**src/rtl/proc_fetch_unit.sv**
```systemverilog
// Instruction fetch stage: issues PC-ordered imem requests, tags each with an epoch,
// buffers responses that decode cannot take yet and feeds the F/D register.
module proc_fetch_unit #(
    parameter logic [31:0] RESET_PC = 32'h00000200
) (
    input  logic        clk,
    input  logic        rst,
    input  logic        stall_F,
    input  logic        redirect_val,
    input  logic [31:0] redirect_pc,
    output logic        imemreq_val,
    input  logic        imemreq_rdy,
    output logic [31:0] imemreq_addr,
    input  logic        imemresp_val,
    input  logic [31:0] imemresp_data,
    output logic        val_D,
    output logic [31:0] inst_D,
    output logic [31:0] pc_D
);

    typedef struct packed {
        logic        epoch;
        logic [31:0] pc;
    } tag_t;

    typedef struct packed {
        logic [31:0] inst;
        logic [31:0] pc;
    } ibuf_t;

    logic [31:0] fetch_pc;
    logic        epoch;

    tag_t        tag_q [2];
    logic        tag_rd, tag_wr;
    logic [1:0]  tag_cnt;

    ibuf_t       buf_q [2];
    logic        buf_rd, buf_wr;
    logic [1:0]  buf_cnt;

    logic [2:0]  occ;
    logic        req_fire;
    logic        resp_pop;
    logic        resp_live;
    logic        bypass;
    logic        buf_enq;
    logic        buf_deq;
    tag_t        tag_head;
    ibuf_t       buf_head;

    // Occupancy caps outstanding + buffered at 2, so neither FIFO can overflow.
    assign occ          = {1'b0, tag_cnt} + {1'b0, buf_cnt};
    assign imemreq_val  = !rst && (occ < 3'd2) && !redirect_val;
    assign imemreq_addr = fetch_pc;
    assign req_fire     = imemreq_val && imemreq_rdy;

    assign tag_head  = tag_q[tag_rd];
    assign buf_head  = buf_q[buf_rd];
    // A response with no tag outstanding is ignored entirely.
    assign resp_pop  = imemresp_val && (tag_cnt != 2'd0);
    assign resp_live = resp_pop && (tag_head.epoch == epoch) && !redirect_val;
    assign buf_deq   = !stall_F && (buf_cnt != 2'd0) && !redirect_val;
    assign bypass    = resp_live && (buf_cnt == 2'd0) && !stall_F;
    assign buf_enq   = resp_live && !bypass;

    always_ff @(posedge clk or posedge rst) begin
        if (rst) begin
            fetch_pc <= RESET_PC;
            epoch    <= 1'b0;
        end else if (redirect_val) begin
            fetch_pc <= {redirect_pc[31:2], 2'b00};
            epoch    <= ~epoch;
        end else if (req_fire) begin
            fetch_pc <= fetch_pc + 32'd4;
        end
    end

    // Tag FIFO keeps draining across redirects; stale entries are dropped on return.
    always_ff @(posedge clk or posedge rst) begin
        if (rst) begin
            tag_q[0] <= '0;
            tag_q[1] <= '0;
            tag_rd   <= 1'b0;
            tag_wr   <= 1'b0;
            tag_cnt  <= 2'd0;
        end else begin
            if (req_fire) begin
                tag_q[tag_wr].epoch <= epoch;
                tag_q[tag_wr].pc    <= fetch_pc;
                tag_wr              <= ~tag_wr;
            end
            if (resp_pop)
                tag_rd <= ~tag_rd;
            tag_cnt <= tag_cnt + {1'b0, req_fire} - {1'b0, resp_pop};
        end
    end

    always_ff @(posedge clk or posedge rst) begin
        if (rst) begin
            buf_q[0] <= '0;
            buf_q[1] <= '0;
            buf_rd   <= 1'b0;
            buf_wr   <= 1'b0;
            buf_cnt  <= 2'd0;
        end else if (redirect_val) begin
            buf_rd   <= 1'b0;
            buf_wr   <= 1'b0;
            buf_cnt  <= 2'd0;
        end else begin
            if (buf_enq) begin
                buf_q[buf_wr].inst <= imemresp_data;
                buf_q[buf_wr].pc   <= tag_head.pc;
                buf_wr             <= ~buf_wr;
            end
            if (buf_deq)
                buf_rd <= ~buf_rd;
            buf_cnt <= buf_cnt + {1'b0, buf_enq} - {1'b0, buf_deq};
        end
    end

    // Buffered instructions are older than any arriving response, so they go first.
    always_ff @(posedge clk or posedge rst) begin
        if (rst) begin
            val_D  <= 1'b0;
            inst_D <= 32'd0;
            pc_D   <= 32'd0;
        end else if (redirect_val) begin
            val_D  <= 1'b0;
        end else if (!stall_F) begin
            if (buf_deq) begin
                val_D  <= 1'b1;
                inst_D <= buf_head.inst;
                pc_D   <= buf_head.pc;
            end else if (bypass) begin
                val_D  <= 1'b1;
                inst_D <= imemresp_data;
                pc_D   <= tag_head.pc;
            end else begin
                val_D  <= 1'b0;
            end
        end
    end

endmodule

```
**config.mk**
```make
export PLATFORM = sky130hd
export DESIGN_NAME = proc_fetch_unit
export DESIGN_NICKNAME = d
export VERILOG_FILES = /design/src/rtl/proc_fetch_unit.sv
export SDC_FILE = /design/constraint.sdc
export NUM_CORES = 1
export LEC_CHECK = 0
export ABC_AREA = 1
export CAP_MARGIN = 20
export CORE_ASPECT_RATIO = 0.5
export CORE_MARGIN = 2
export CORE_UTILIZATION = 55
export DETAILED_ROUTE_END_ITERATION = 12
export PLACE_DENSITY = 0.9
export SLEW_MARGIN = 5
export SYNTH_ARGS = -nofsm -noshare
export SYNTH_HDL_FRONTEND = slang
export SYNTH_SLANG_ARGS = --single-unit
```
**constraint.sdc**
```tcl
create_clock -name clk -period 14.1 [get_ports clk]
set_input_delay 2.82 -clock clk [delete_from_list [all_inputs] [get_ports clk]]
set_output_delay 2.82 -clock clk [all_outputs]
set_load 0.005 [all_outputs]
```
==> out/qor.yml, run 1 <==
status: "completed"
first_pass_grt_wire_length_um: 58800
total_switching_power_mw: 1.10
synth_register_bits: 292
fill_cells: 2014
sw_frac_of_total_pct: 35.2
share_seq_of_total_power_pct: 42.4
max-cap-violations: 0
floorplan.initialDensity_pct: 55.8
min_period_over_period_pct: 51.2
crit_path_start_kind: "input port"
cts_hold_repair.buffers: 0
worstSetupPathType: "in2out"
synth.cell_area_um2: 14000
max-slew-margin-rel_pct: 30.5
antenna_cells: 0
largest_net_degree_at_the_start_of_global_routing: 140
std_cell_rows: 41
ctsHtreeMaxLevel: 1
power.density_nw_per_um2: 188
postSynthCellCount: 1825
finish.instance_area_um2: 16600
setup.worst_path.end_class: "primary output"
gp_routability_congestion: 0.936
fmax_mhz: 139
cts_resized: 0
fp.coreArea_um2: 25100
maxSlewViolCount: 0
buffer_ports.inserted: 163
die_area_um2: 26900
period_needed_ns: 7.22
dpl.hpwl_um: 22300
clock_power_share_pct: 24.8
io_pins: 168
clk_transition_reported_paths_ns: 0.07
timing.final.hold_violations: 0
total_leakage_power_nw: 8.09
hold_slack_ns: 0.482
antenna_found_initial: 0
global_route.usage.total_pct: 27.3
critPathMaxFanout: 36
post_cts_buffers: 0
avgSynthCellArea_um2: 7.68
wire_per_inst_um: 16.1
ir_worst_vdd_uv: 83.3
cts_root_buffer: "sky130_fd_sc_hd__clkbuf_16"
p_int_mw: 2.02
worstMarginPinSlew_ns: 1.04
totalPowerFinal_mw: 3.12
arrival_ns: 4.40
route.final.wire_length_um: 36700
drive_above_1_share_pct: 4.17
setup_viol_count_final: 0
detail_route.vias_per_cell: 5.44
drtAntennaViolNets: 0
firstDrtPassIters: 5
areaGrowthSynthToFinish_pct: 18.3
cts_tree: "built"
first_iter_violations: 1378
tns_ns: 0
remaining_drc_errors: 0
nets: 2000
cts_buffers: 26
grt_overflow_total: 0
placement.cell_area_um2: 15600
die_y_um: 117
postLayoutCoreUtil_pct: 66.0
cts_num_sinks: 292
holdCritPathClass: "reg2reg"
detailroute.via_count: 12452
data_required_critical_path_ns: 11.28
synth_seq_area_share_pct: 52.1
power_frac_comb_pct: 32.8
unrepaired_setup_endpoints_after_global_routing: "no"
die_width_um: 230
worst_skew_pair.late_latency_ns: 0.54
grt_pass1_vias: 11540
synth-warning-count: 0
unique_cell_type_count_in_the_yosys_netlist: 37
ff_latch_area_um2: 7310
max-clock-path-buffers: 3
worst_clk_skew_ns: 0.0119
multi_input_gate_area_in_the_final_layout_um2: 5690
-- critical path, cell delays in order --
cell and delay (ns):
sky130_fd_sc_hd__clkdlybuf4s50_1 0.40, sky130_fd_sc_hd__buf_4 0.29, sky130_fd_sc_hd__nor4_1 0.31, sky130_fd_sc_hd__clkdlybuf4s50_1 0.57
-- placed cells by master (no fill, tap or decap), drive strengths merged --
cell	count
o21bai	5
nor4	1
clkdlybuf4s50	163
nand3	104
xor2	8
o21a	12
ha	5
fa	1
o21ai	271
o211ai	4
buf	15
dfrtp	291
or2	1
inv	124
bufinv	4
conb	2
clkinv	7
clkbuf	36
xnor2	4
a21oi	3
a22oi	1
o221ai	2
nand3b	1
nor2	54
a211oi	1
dfstp	1
nor3	3
nand2	818
nand4	2
-- state kept, by name (all words and copies together), names as in the netlist --
register / count
pc_D: 31
buf_cnt: 2
buf_wr: 1
val_D: 1
epoch: 1
imemreq_addr: 30
tag_wr: 1
tag_rd: 1
tag_q: 63
tag_cnt: 2
inst_D: 32
buf_q: 126
buf_rd: 1
-- Yosys cell counts (all sizes together) --
cell,count,share of area [%]
nor2,54,1.5
ha,5,0.45
xnor2,4,0.25
fa,1,0.14
a21oi,3,0.11
nor3,3,0.11
clkbuf,46,1.2
o211ai,4,0.21
nand3b,1,0.054
o21bai,5,0.27
or2,1,0.045
dfstp,1,0.19
nand3,104,3.9
a22oi,1,0.054
inv,123,3.3
a211oi,1,0.054
o21ai,271,9.9
dfrtp,291,52
conb,1,0.027
nand4,2,0.20
xor2,8,0.50
buf,62,2.9
nand2,818,22
o21a,12,0.64
nor4,1,0.045
o221ai,2,0.12
-- power by group through the flow --
stage               combinational (mW)  sequential (mW)  clock [mW]
global route                      1.15             1.36       0.818
detailed placement                1.00             1.33           0
CTS                               1.02             1.32       0.782
floorplan                        0.634             1.30           0
finish                            1.02             1.32       0.773
global placement                 0.969             1.31           0
-- logic make-up after synthesis --
logic type      share of synthesized area, %
compound gates                          11.3
xor+xnor                               0.749
fa+ha+maj                              0.589
buf+inv                                 7.44
flops                                   52.1
other cells                           0.0267
simple gates                            27.8
-- routing by layer --
metal  GRT usage, %  up-vias  wire length [µm]
met3           4.12       68              2640
met2           44.5      534             16800
li1               -     5946                 -
met4           8.22        0               847
met5              0        -                 0
met1           38.6     5904             16500
-- cell type report --
type	count	area share, %
multi-input cells	1303	34.3
well taps	344	2.59
clock buffers	36	4.58
inverters	123	2.84
clock inverters	12	1.03
repair buffers	178	10.6
flip-flops and latches	292	44.1
-- metrics by stage --
stage	instances	setup WS (ns)
2_1_floorplan	1826	3.15
3_3_place_gp	2239	7.01
3_5_place_dp	2239	6.92
4_1_cts	2287	6.91
5_1_grt	2288	6.84
6_report	2288	6.88
-- worst paths after layout --
| check | to | slack [ns] | cells past startpoint | from |
|---|---|---|---|---|
| setup / recovery | imemreq_val | 6.88 | 4 | redirect_val |
| max in group asynchronous | pc_D[1] | 9.54 | 3 | rst |
| hold / removal | buf_q[63] | 0.48 | 2 | buf_q[63] |
| setup reg to reg | buf_q[40] | 10.94 | 10 | tag_rd |
| hold reg to reg | buf_q[63] | 0.48 | 2 | buf_q[63] |
| min in group asynchronous | buf_q[23] | 2.90 | 2 | rst |
No activity file was read; power rests on OpenSTA's default activity.
==> inputs of run 2 (changes only) <==
--- a/config.mk
+++ b/config.mk
@@ -9,9 +9,9 @@
 export CAP_MARGIN = 20
 export CORE_ASPECT_RATIO = 0.5
 export CORE_MARGIN = 2
-export CORE_UTILIZATION = 55
+export CORE_UTILIZATION = 51
 export DETAILED_ROUTE_END_ITERATION = 12
-export PLACE_DENSITY = 0.9
+export PLACE_DENSITY = 0.88
 export SLEW_MARGIN = 5
 export SYNTH_ARGS = -nofsm -noshare
 export SYNTH_HDL_FRONTEND = slang
==> constraint.sdc (replaced) <==
create_clock -name clk -period 6.1 [get_ports clk]
set_input_delay 1.22 -clock clk [delete_from_list [all_inputs] [get_ports clk]]
set_output_delay 1.22 -clock clk [all_outputs]
set_load 0.005 [all_outputs]
==> run 2 against run 1 <==
Against the previous run: global-route usage fell by 2.7 points; clock skew up 0.0028 ns; sequential power is 130% higher; clock-buffer cell count fell by 1; combinational power rose by 130%; flip-flop and latch count did not move; highest routed layer unchanged; die area is 7.6% higher; via count is 1.7% lower; sequential share of layout area is 0.069 points lower; core utilization down 3.9 points; register-to-register slack worse by 8.0 ns; cell count rose by 0.48%.
==> out/qor.yml, run 2 (synthesis results as in run 1) <==
status: "completed"  # unchanged
nets: 2004  # was 2,000
timing.critical_path.cells: "clkdlybuf4s50_1, buf_4, nor4_1, clkdlybuf4s50_1"  # unchanged
cts_resized: 0  # unchanged
arrival_ns: 2.86  # was 4.40 ns
cts_num_sinks: 292  # unchanged
max-cap-violations: 0  # unchanged
worst_skew_pair.late_latency_ns: 0.54  # about the same
detailroute.via_count: 12241  # was 12,452
cts_root_buffer: "sky130_fd_sc_hd__clkbuf_16"  # unchanged
max-clock-path-buffers: 3  # unchanged
first_pass_grt_wire_length_um: 57200  # was 58,800 µm
cts_tree: "built"  # unchanged
first_iter_violations: 1286  # was 1,378
dpl.hpwl_um: 22600  # was 22,300 µm
ctsHtreeMaxLevel: 1  # unchanged
timing.final.hold_violations: 0  # unchanged
clk_transition_reported_paths_ns: 0.06  # was 0.07 ns
fp.coreArea_um2: 26700  # was 25,100 µm²
slowest_delay_ns: 0.58  # was 0.57 ns
maxSlewViolCount: 0  # unchanged
route.final.wire_length_um: 35600  # was 36,700 µm
ir_worst_vdd_uv: 211  # was 83.3 µV
cp_num_buf_inv: 3  # unchanged
post_cts_buffers: 0  # unchanged
setup_viol_count_final: 0  # unchanged
grt_overflow_total: 0  # unchanged
grt_pass1_vias: 11371  # was 11,540
areaGrowthSynthToFinish_pct: 18.5  # was 18.3%
r2r_slack_ns: 2.92  # was 10.94 ns
max-slew-margin-rel_pct: 33.7  # was 30.5%
std_cell_rows: 42  # was 41
die_width_um: 239  # was 230 µm
cts_hold_repair.buffers: 0  # unchanged
largest_net_degree_at_the_start_of_global_routing: 103  # was 140
floorplan.initialDensity_pct: 52.4  # was 55.8%
crit_family: "buffers and inverters"  # unchanged
tns_ns: 0  # unchanged
worstSetupPathType: "in2out"  # unchanged
worstMarginPinSlew_ns: 0.995  # was 1.04 ns
buffer_ports.inserted: 163  # unchanged
totalPowerFinal_mw: 7.09  # was 3.12 mW
biggest_regs: "buf_q (126), tag_q (63), inst_D (32)"  # unchanged
die_y_um: 121  # was 117 µm
min_period_over_period_pct: 66.9
fmax_mhz: 245
registers.top_by_ff_count: "buf_q"  # unchanged
firstDrtPassIters: 5  # unchanged
layout_setup_ws_ns: 2.02  # was 6.88 ns
drive_above_1_share_pct: 4.57  # was 4.17%
die_area_um2: 28900  # was 26,900 µm²
crit_path_start_kind: "input port"  # unchanged
postLayoutCoreUtil_pct: 62.1  # was 66.0%
drtAntennaViolNets: 0  # unchanged
setup.worst_path.end_class: "primary output"  # unchanged
largest_register_ff_count: 126  # unchanged
cts_buffers: 27  # was 26
gp_routability_congestion: 0.953  # was 0.936
commonest_cells_after_routing_fill_and_taps_aside: "sky130_fd_sc_hd__nand2_1 (814), sky130_fd_sc_hd__dfrtp_1 (290), sky130_fd_sc_hd__o21ai_0 (170)"  # was sky130_fd_sc_hd__nand2_1 (815), sky130_fd_sc_hd__dfrtp_1 (290), sky130_fd_sc_hd__o21ai_0 (200)
holdCritPathClass: "reg2reg"  # unchanged
io_pins: 168  # unchanged
period_needed_ns: 4.08
detail_route.vias_per_cell: 5.32  # was 5.44
wire_per_inst_um: 15.5  # was 16.1 µm
fill_cells: 2223  # was 2,014
minimum_setup_slack_after_placement_ns: 1.68  # was 6.92 ns
critPathMaxFanout: 36  # unchanged
power.density_nw_per_um2: 427  # was 188 nW/µm²
mostFrequentLayoutCell: "sky130_fd_sc_hd__nand2_1"  # unchanged
slowest_stage: "sky130_fd_sc_hd__clkdlybuf4s50_1"  # unchanged
crit_top_cell: "sky130_fd_sc_hd__clkdlybuf4s50_1"  # unchanged
unrepaired_setup_endpoints_after_global_routing: "no"  # unchanged
data_required_critical_path_ns: 4.88  # was 11.28 ns
worst_clk_skew_ns: 0.0146  # was 0.0119 ns
remaining_drc_errors: 0  # unchanged
global_route.usage.total_pct: 24.6  # was 27.3%
antenna_found_initial: 1  # was 0
total_leakage_power_nw: 8.08  # was 8.09 nW
-- run 2: cell count changes in the layout (fill, tap and decap cells not counted), sizes merged --
| cell | previous run | this run |
|---|---|---|
| buf | 15 | 18 |
| clkinv | 7 | 9 |
| diode | 0 | 1 |
| clkinvlp | 0 | 2 |
| inv | 124 | 122 |
| bufinv | 4 | 2 |
| clkbuf | 36 | 35 |
-- run 2: power breakdown --
part,internal (mW),switching [mW]
registers,2.63,0.418
logic,1.01,1.34
clock network,0.955,0.734
-- run 2: routing by layer --
| metal | GRT usage (%) | part of all wire, % | vias to the layer above |
|---|---|---|---|
| li1 | - | - | 5954 |
| met1 | 34.4 | 45 | 5731 |
| met2 | 40.2 | 47 | 465 |
| met3 | 3.16 | 6.0 | 91 |
| met4 | 7.89 | 2.9 | 0 |
| met5 | 0 | 0 | - |
-- run 2: tightest hold or removal path, stage by stage, from the launching register on --
cell and delay (ns):
sky130_fd_sc_hd__dfrtp_1 0.34, sky130_fd_sc_hd__nand2_1 0.06, sky130_fd_sc_hd__o21ai_2 0.05
-- run 2: stage by stage --
stage	hold slack [ns]	instance area, µm²	instances
6_report	0.479	16600	2299
3_5_place_dp	0.468	15700	2249
2_1_floorplan	0.453	14100	1826
4_1_cts	0.484	16600	2296
3_3_place_gp	0.464	15700	2249
5_1_grt	0.505	16600	2299
-- run 2: cell type report --
type                    count  area (µm²)  share of cell area (%)
diodes                      1        2.50                  0.0151
clock buffers              35         756                    4.55
clock inverters            12         116                   0.700
inverters                 123         468                    2.82
multi-input cells        1303        5710                    34.4
flip-flops and latches    292        7310                    44.0
well taps                 352         440                    2.65
repair buffers            181        1810                    10.9
-- run 2: final timing paths --
| check | from | endpoint | depth (start not counted) |
|---|---|---|---|
| worst min register to register | buf_q[63] | buf_q[63] | 2 |
| worst max-delay path | redirect_val | imemreq_val | 4 |
| max in group asynchronous | rst | imemreq_addr[7] | 5 |
| worst min-delay path | buf_q[63] | buf_q[63] | 2 |
| min in group asynchronous | rst | buf_q[17] | 3 |
| worst max register to register | tag_rd | buf_q[43] | 9 |
==> inputs of run 3 (changes only) <==
--- a/config.mk
+++ b/config.mk
@@ -9,9 +9,9 @@
 export CAP_MARGIN = 20
 export CORE_ASPECT_RATIO = 0.5
 export CORE_MARGIN = 2
-export CORE_UTILIZATION = 51
+export CORE_UTILIZATION = 55
 export DETAILED_ROUTE_END_ITERATION = 12
-export PLACE_DENSITY = 0.88
+export PLACE_DENSITY = 0.9
 export SLEW_MARGIN = 5
 export SYNTH_ARGS = -nofsm -noshare
 export SYNTH_HDL_FRONTEND = slang
==> constraint.sdc (replaced) <==
create_clock -name clk -period 4.1 [get_ports clk]
set_input_delay 0.82 -clock clk [delete_from_list [all_inputs] [get_ports clk]]
set_output_delay 0.82 -clock clk [all_outputs]
set_load 0.005 [all_outputs]
==> run 3 against run 2 <==
Against the previous run: clock power grew 62%; flip-flop and latch count did not move; non-clock buffer count up 7; sequential power rose by 50%; combinational power grew 48%; routed wire length decreased by 0.18%; register-to-register slack got worse by 1.6 ns.
==> out/qor.yml, run 3 (synthesis results as in run 1) <==
critPathMaxFanout: 3  # was 36
areaGrowthSynthToFinish_pct: 19.3  # was 18.5%
post_cts_buffers: 0  # unchanged
crit_path_start_kind: "register"  # was input port
worstReg2RegStart: "tag_cnt[0]"  # was tag_rd
gp_routability_congestion: 0.932  # was 0.953
registers.top_by_ff_count: "buf_q"  # unchanged
r2r_slack_ns: 1.32  # was 2.92 ns
holdCritPathClass: "reg2reg"  # unchanged
largest_register_ff_count: 126  # unchanged
placement.cell_area_um2: 15800  # was 15,700 µm²
first_iter_violations: 1424  # was 1,286
wire_per_inst_um: 15.4  # was 15.5 µm
clk_transition_reported_paths_ns: 0.07  # was 0.06 ns
route.final.wire_length_um: 35500  # was 35,600 µm
ctsHtreeMaxLevel: 1  # unchanged
first_pass_grt_wire_length_um: 58300  # was 57,200 µm
cts_resized: 0  # unchanged
buffer_ports.inserted: 163  # unchanged
antenna_cells: 0  # was 1
setup.worst_path.end_class: "primary output"  # unchanged
min_period_over_period_pct: 80.6
unrepaired_setup_endpoints_after_global_routing: "no"  # unchanged
worstMarginPinSlew_ns: 0.876  # was 0.995 ns
floorplan.initialDensity_pct: 55.8  # was 52.4%
global_route.usage.total_pct: 26.6  # was 24.6%
postLayoutCoreUtil_pct: 66.6  # was 62.1%
nets: 2011  # was 2,004
firstDrtPassIters: 8  # was 5
max-cap-violations: 0  # unchanged
timing.final.hold_violations: 0  # unchanged
drtAntennaViolNets: 0  # unchanged
cts_hold_repair.buffers: 0  # unchanged
power.density_nw_per_um2: 646  # was 427 nW/µm²
grt_pass1_vias: 11768  # was 11,371
cts_num_sinks: 292  # unchanged
worst_clk_skew_ns: 0.0101  # was 0.0146 ns
grt_overflow_total: 0  # unchanged
std_cell_rows: 41  # was 42
detailroute.via_count: 12447  # was 12,241
remaining_drc_errors: 0  # unchanged
die_width_um: 230  # was 239 µm
setup_viol_count_final: 0  # unchanged
detail_route.vias_per_cell: 5.41  # was 5.32
max-clock-path-buffers: 3  # unchanged
cts_tree: "built"  # unchanged
biggest_regs: "buf_q (126), tag_q (63), inst_D (32)"  # unchanged
commonest_cells_after_routing_fill_and_taps_aside: "sky130_fd_sc_hd__nand2_1 (814), sky130_fd_sc_hd__dfrtp_1 (290), sky130_fd_sc_hd__o21ai_0 (170)"  # unchanged
status: "completed"  # unchanged
dpl.hpwl_um: 22600  # about the same
drive_above_1_share_pct: 5.01  # was 4.57%
fmax_mhz: 303
worst_skew_pair.late_latency_ns: 0.54  # about the same
max-slew-margin-rel_pct: 41.5  # was 33.7%
total_leakage_power_nw: 8.15  # was 8.08 nW
maxSlewViolCount: 0  # unchanged
die_area_um2: 26900  # was 28,900 µm²
finish.instance_area_um2: 16700  # was 16,600 µm²
mostFrequentLayoutCell: "sky130_fd_sc_hd__nand2_1"  # unchanged
fill_cells: 2008  # was 2,223
largest_net_degree_at_the_start_of_global_routing: 147  # was 103
startpoint: "tag_cnt[0]"  # was redirect_val
min-delay-start: "buf_q[46]"  # was buf_q[63]
data_required_critical_path_ns: 3.28  # was 4.88 ns
period_needed_ns: 3.30
worstSetupPathType: "reg2out"  # was in2out
die_y_um: 117  # was 121 µm
cts_root_buffer: "sky130_fd_sc_hd__clkbuf_16"  # unchanged
io_pins: 168  # unchanged
fp.coreArea_um2: 25100  # was 26,700 µm²
cts_buffers: 27  # unchanged
ir_worst_vdd_uv: 371  # was 211 µV
antenna_found_initial: 0  # was 1
arrival_ns: 2.48  # was 2.86 ns
[run 3: changes by cell type in the layout (fill, tap and decap cells not counted)]
cell | before | now
sky130_fd_sc_hd__buf_12 | 2 | 3
sky130_fd_sc_hd__buf_16 | 1 | 0
sky130_fd_sc_hd__buf_4 | 15 | 22
sky130_fd_sc_hd__bufinv_16 | 2 | 5
sky130_fd_sc_hd__clkbuf_8 | 5 | 4
sky130_fd_sc_hd__clkinv_2 | 8 | 7
sky130_fd_sc_hd__clkinvlp_4 | 2 | 3
sky130_fd_sc_hd__diode_2 | 1 | 0
[run 3: worst paths after layout]
check / end / cells past startpoint
setup / recovery: imemreq_val / 5
setup reg to reg: tag_q[40] / 9
hold / removal: buf_q[46] / 2
min in group asynchronous: pc_D[16] / 3
max in group asynchronous: tag_q[24] / 4
hold reg to reg: buf_q[46] / 2
[run 3: through the flow]
step | setup WS [ns] | setup TNS, ns | std cells | hold slack (ns) | power (mW)
floorplan | -2.47 | -408.25 | 1826 | 0.453 | 6.68
global placement | 1.16 | 0 | 2250 | 0.463 | 7.87
detailed placement | 1.10 | 0 | 2250 | 0.468 | 8.05
CTS | 0.793 | 0 | 2299 | 0.484 | 10.8
global route | 0.727 | 0 | 2299 | 0.499 | 11.5
finish | 0.797 | 0 | 2299 | 0.483 | 10.8
[run 3: report_power, final]
group          internal, mW  total, mW  switching, mW
clock                  1.60       2.73           1.13
combinational          1.52       3.50           1.98
sequential             3.91       4.59          0.676
[run 3: final cells by class]
cell class / instances / area (µm²) / share of cell area, %
Sequential cell: 292 / 7310 / 43.7
Multi-Input combinational cell: 1303 / 5710 / 34.2
Timing Repair Buffer: 188 / 1860 / 11.1
Clock buffer: 34 / 742 / 4.43
Inverter: 123 / 468 / 2.80
Tap cell: 344 / 430 / 2.57
Clock inverter: 15 / 209 / 1.25
[run 3: critical path: stages (launching register included)]
cell and delay [ns]:
sky130_fd_sc_hd__dfrtp_1 0.43, sky130_fd_sc_hd__nand2_1 0.09, sky130_fd_sc_hd__inv_1 0.05, sky130_fd_sc_hd__fa_1 0.45, sky130_fd_sc_hd__nor4_1 0.34, sky130_fd_sc_hd__clkdlybuf4s50_1 0.58
[run 3: routing by layer]
metal | part of all wire [%] | global-route usage (%)
met4 | 2.6 | 7.53
met3 | 6.6 | 3.80
met5 | 0 | 0
met1 | 44 | 36.9
met2 | 47 | 44.6
